==> config.mk <==
export PLATFORM = sky130hd
export DESIGN_NAME = uart_rx_cfg
export DESIGN_NICKNAME = d
export VERILOG_FILES = /design/src/rtl/uart_rx_cfg.sv
export SDC_FILE = /design/constraint.sdc
export NUM_CORES = 1
export LEC_CHECK = 0
export CORE_UTILIZATION = 50
export DETAILED_ROUTE_END_ITERATION = 10
export GPL_TIMING_DRIVEN = 1
export PLACE_DENSITY_LB_ADDON = 0.15
export SETUP_SLACK_MARGIN = 0.2
export SYNTH_ARGS = -nofsm -noshare
export SYNTH_HDL_FRONTEND = slang
export SYNTH_SLANG_ARGS = --single-unit
==> constraint.sdc <==
create_clock -name clk -period 2.6 [get_ports clk]
set_input_delay 0.52 -clock clk [delete_from_list [all_inputs] [get_ports clk]]
set_output_delay 0.52 -clock clk [all_outputs]
set_load 0.03 [all_outputs]
==> src/rtl/uart_rx_cfg.sv <==
// uart_rx_cfg: oversampled UART receiver with configurable framing,
// latching parity, framing and break status alongside each word.
module uart_rx_cfg #(
    parameter int DATA_BITS  = 8,
    parameter int OVERSAMPLE = 16,
    parameter int PARITY     = 0,
    parameter int STOP_BITS  = 1
) (
    input  logic                 clk,
    input  logic                 rst,
    input  logic                 rx,
    input  logic                 tick,
    output logic [DATA_BITS-1:0] rx_data,
    output logic                 rx_done,
    output logic                 parity_err,
    output logic                 frame_err,
    output logic                 break_det
);
    localparam int TW = $clog2(OVERSAMPLE);
    localparam logic [TW-1:0] HALF_M1 = TW'(OVERSAMPLE / 2 - 1);
    localparam logic [TW-1:0] FULL_M1 = TW'(OVERSAMPLE - 1);
    localparam logic [3:0] LAST_DATA = 4'(DATA_BITS - 1);
    localparam logic [3:0] LAST_STOP = 4'(STOP_BITS - 1);

    typedef enum logic [2:0] {
        S_IDLE, S_START, S_DATA, S_PAR, S_STOP, S_WAIT
    } state_t;

    state_t               state_q;
    logic [1:0]           sync_q;
    logic [TW-1:0]        tick_cnt_q;
    logic [3:0]           bit_cnt_q;
    logic [DATA_BITS-1:0] shreg_q;
    logic [DATA_BITS-1:0] rx_data_q;
    logic                 par_bit_q;
    logic                 stop_bad_q;
    logic                 rx_done_q;
    logic                 parity_err_q;
    logic                 frame_err_q;
    logic                 break_det_q;

    logic rx_s;
    logic centre;
    logic stop_bad_d;
    logic par_bad_d;
    logic brk_d;

    assign rx_s       = sync_q[1];
    assign centre     = tick && (tick_cnt_q == FULL_M1);
    assign stop_bad_d = stop_bad_q | ~rx_s;
    assign par_bad_d  = (PARITY == 1) ? ~(^shreg_q ^ par_bit_q) :
                        (PARITY == 2) ?  (^shreg_q ^ par_bit_q) : 1'b0;
    assign brk_d      = (shreg_q == '0) && (PARITY == 0 || !par_bit_q)
                        && stop_bad_d;

    always_ff @(posedge clk) begin
        if (rst) begin
            state_q      <= S_IDLE;
            sync_q       <= 2'b11;
            tick_cnt_q   <= '0;
            bit_cnt_q    <= '0;
            shreg_q      <= '0;
            rx_data_q    <= '0;
            par_bit_q    <= 1'b0;
            stop_bad_q   <= 1'b0;
            rx_done_q    <= 1'b0;
            parity_err_q <= 1'b0;
            frame_err_q  <= 1'b0;
            break_det_q  <= 1'b0;
        end else begin
            sync_q    <= {sync_q[0], rx};
            rx_done_q <= 1'b0;
            // bit-period counter shared by every sampled field
            if (tick && (state_q == S_DATA || state_q == S_PAR
                         || state_q == S_STOP)) begin
                tick_cnt_q <= centre ? '0 : tick_cnt_q + TW'(1);
            end
            case (state_q)
                S_IDLE: begin
                    if (!rx_s) begin
                        tick_cnt_q <= '0;
                        state_q    <= S_START;
                    end
                end
                S_START: begin
                    if (tick) begin
                        if (tick_cnt_q == HALF_M1) begin
                            tick_cnt_q <= '0;
                            if (!rx_s) begin
                                bit_cnt_q <= '0;
                                state_q   <= S_DATA;
                            end else begin
                                state_q <= S_IDLE;
                            end
                        end else begin
                            tick_cnt_q <= tick_cnt_q + TW'(1);
                        end
                    end
                end
                S_DATA: begin
                    if (centre) begin
                        shreg_q <= {rx_s, shreg_q[DATA_BITS-1:1]};
                        if (bit_cnt_q == LAST_DATA) begin
                            bit_cnt_q  <= '0;
                            stop_bad_q <= 1'b0;
                            state_q    <= (PARITY != 0) ? S_PAR : S_STOP;
                        end else begin
                            bit_cnt_q <= bit_cnt_q + 4'd1;
                        end
                    end
                end
                S_PAR: begin
                    if (centre) begin
                        par_bit_q <= rx_s;
                        state_q   <= S_STOP;
                    end
                end
                S_STOP: begin
                    if (centre) begin
                        if (bit_cnt_q == LAST_STOP) begin
                            rx_done_q    <= 1'b1;
                            rx_data_q    <= shreg_q;
                            parity_err_q <= par_bad_d;
                            frame_err_q  <= stop_bad_d;
                            break_det_q  <= brk_d;
                            state_q <= stop_bad_d ? S_WAIT : S_IDLE;
                        end else begin
                            bit_cnt_q  <= bit_cnt_q + 4'd1;
                            stop_bad_q <= stop_bad_d;
                        end
                    end
                end
                S_WAIT: begin
                    if (rx_s) state_q <= S_IDLE;
                end
                default: state_q <= S_IDLE;
            endcase
        end
    end

    assign rx_data    = rx_data_q;
    assign rx_done    = rx_done_q;
    assign parity_err = parity_err_q;
    assign frame_err  = frame_err_q;
    assign break_det  = break_det_q;
endmodule

==> results.tsv <==
metric	value	unit
slew_headroom	65.6	%
vias	1595	
ys_seq_elements	33	
maxSlewViolCount	0	
syn-num-nets	225	
cts_tree	yes	
port_buffers	14	
vdd_drop_max	0.202	mV
synthArstFlopShare	0	%
drc	0	
period_share	79.3	%
io_pins	16	
hold_depth	1	
coreArea	0.00334	mm²
synthCells	218	
power.switching	0.000281	W
hold_start	sync_q[0]$_SDFF_PP1_	
avgSynthCellArea	8.03	µm²
finalClockSkew	0.0159	ns
path_class	flip-flop to flip-flop	
ff2ff_path_depth	6	
p_per_area	542	mW/mm²
status	complete, no violations	
finalNetCount	238	
areaGrowthSynthToFinish	15.3	%
drt-pass1-iter-count	4	
p_leak	0.667	nW
antenna_found_initial	0	
cts.repair.resized	0	
dieHeight	61.2	µm
cts_hold_buffers	0	
crit_fanout	16	
crit_path_start_kind	flip-flop	
ys_warn_count	0	
ys_types	52	
cts-root-buf	clkbuf_4	
cap_viol_max_count	0	
grt_max_degree	33	
cts_buffers	5	
cts_setup_buffers	0	
switching_share	25.7	%
critPathCaptureType	flip-flop	
ys_seq_area_share	37.7	%
clk_transition_reported_paths	0.10	ns
synth_enable_flop_cells	0	
wl	3900	µm
cts.htree.levels	2	
nFillCells	315	
rsz0062_at_grt	false	
syn_area	0.00175	mm²
period_minus_slack	2.06	ns
r2r-start	tick_cnt_q[0]$_SDFF_PP0_	
avgViaCountPerCell	5.74	
final_common_cell	dfxtp_1	
final_cell_mix	dfxtp_1, nand2_1, a21oi_1	
ys.flop_type	dfxtp_1	
grt_pass1_wl	6430	µm
grt_pass1_vias	1456	
combinationalPowerShare	14.6	%
start_util	52.5	%
die_w	61.2	µm
fmax	485	MHz
finalSetupTns	0	ns
dpl.hpwl	2780	µm
regArea	661	µm²
hold_viol	0	
gp_congestion	0.836	
clockPowerShare	37.1	%
seq_power_share	48.4	%
setup-violations-final	0	
num_rows	21	
internal_power	0.000813	W
grt_remaining_overflow	0	
clkLatencyLatePin	0.34	ns
regToRegSetupSlack	0.54	ns
dieArea	0.00374	mm²
cp.arrival	2.28	ns
antenna_cells	0	
final_layout_size_suffix_gt1_share	9.91	%
crit_path_start	tick_cnt_q[0]$_SDFF_PP0_	
cts_sinks	33	
worst_slew_pin_slew	0.516	ns
min_path_type	flip-flop to flip-flop	
postRouteAntennaNets	0	
drtIter0Drc	119	
wl_per_cell	14.0	µm
cts_buffer_depth	2	
grt_usage	23.2	%
multi_input_area	985	µm²
crit_required	2.82	ns
post-route-util	60.5	%
==> worst max-delay path: stages (launching register included) <==
cell	delay (ns)
dfxtp_1	0.46
ha_1	0.36
and4_1	0.27
buf_4	0.22
and3_1	0.38
mux2i_1	0.22
nor2_1	0.05
==> cells in the mapped netlist (2+ instances only) <==
cell type  number  area (µm²)
a211oi_1        3        22.5
a21oi_1        23         115
a311oi_1        2        17.5
a31oi_1         3        18.8
and2_1          2        12.5
and3_1          2        12.5
buf_2           6        30.0
buf_4           2        15.0
clkbuf_1        8        30.0
dfxtp_1        33         661
ha_1            3        37.5
inv_1           8        30.0
mux2i_1         2        20.0
nand2_1        29         109
nand2b_1        6        37.5
nand3_1        11        55.1
nand4_1         4        25.0
nand4b_1        3        26.3
nor2_1         13        48.8
nor2b_1         4        25.0
nor3b_2         2        25.0
nor4_1          7        43.8
o21ai_0         6        30.0
o21ai_1         2        10.0
o2bb2ai_1       2        17.5
o31ai_1         2        15.0
o32ai_1         2        17.5
or2_2           2        12.5
or3b_1          2        17.5
or4bb_1         2        22.5
==> area by class of cell <==
cell class / instances / share of cell area (%)
Multi-Input combinational cell: 161 / 48.8
Sequential cell: 33 / 32.7
Timing Repair Buffer: 22 / 9.92
Tap cell: 46 / 2.85
Clock buffer: 7 / 2.73
Clock inverter: 1 / 1.49
Inverter: 8 / 1.49
==> power groups by stage <==
stage	Sequential [W]	Clock (W)	Combinational [W]
finish	0.000529	0.000405	0.000159
global route	0.000531	0.000434	0.000175
global placement	0.000541	0	0.000152
CTS	0.000529	0.000414	0.000157
floorplan	0.000536	0	0.000124
detailed placement	0.000540	0	0.000158
==> sequential cells by signal, summed over array words and instances (netlist names) <==
| signal | cells |
|---|---|
| bit_cnt_q | 4 |
| break_det | 1 |
| frame_err | 1 |
| rx_data | 8 |
| rx_done | 1 |
| shreg_q | 8 |
| state_q | 3 |
| stop_bad_q | 1 |
| sync_q | 2 |
| tick_cnt_q | 4 |
==> final timing paths <==
path	endpoint
hold reg to reg	sync_q[1]$_SDFF_PP1_
setup reg to reg	frame_err$_SDFFE_PP0P_
hold / removal	sync_q[1]$_SDFF_PP1_
setup / recovery	frame_err$_SDFFE_PP0P_
==> stage by stage <==
step	cells	area [µm²]	worst slack (ns)	power [W]	hold slack, ns
after detailed placement	270	1930	0.312	0.000698	0.398
final	278	2020	0.539	0.00109	0.419
after global placement	270	1930	0.372	0.000693	0.395
after CTS	278	2020	0.545	0.00110	0.423
after global routing	278	2020	0.364	0.00114	0.428
after floorplan	218	1750	0.705	0.000660	0.389
==> layer usage <==
| metal | vias up | share of wire, % | GRT usage, % |
|---|---|---|---|
| met1 | 734 | 48 | 29.8 |
| met2 | 45 | 46 | 37.0 |
| met4 | 0 | 1.0 | 6.82 |
| li1 | 812 | - | - |
| met5 | - | 0 | 0 |
| met3 | 4 | 5.1 | 7.98 |
==> kinds of logic (layout without fill, tap and decap cells) <==
logic type / after synthesis / after routing / synth area share (%)
AND/OR/NAND/NOR: 98 / 98 / 31.2
AO/OA/AOI/OAI: 53 / 53 / 18.9
flip-flops: 33 / 33 / 37.7
buffers and inverters: 24 / 38 / 6.00
multiplexers: 5 / 5 / 3.29
adder cells (fa/ha/maj): 3 / 3 / 2.14
other: 1 / 1 / 0.214
XOR/XNOR: 1 / 1 / 0.500
(Power assumes the default switching activity.)
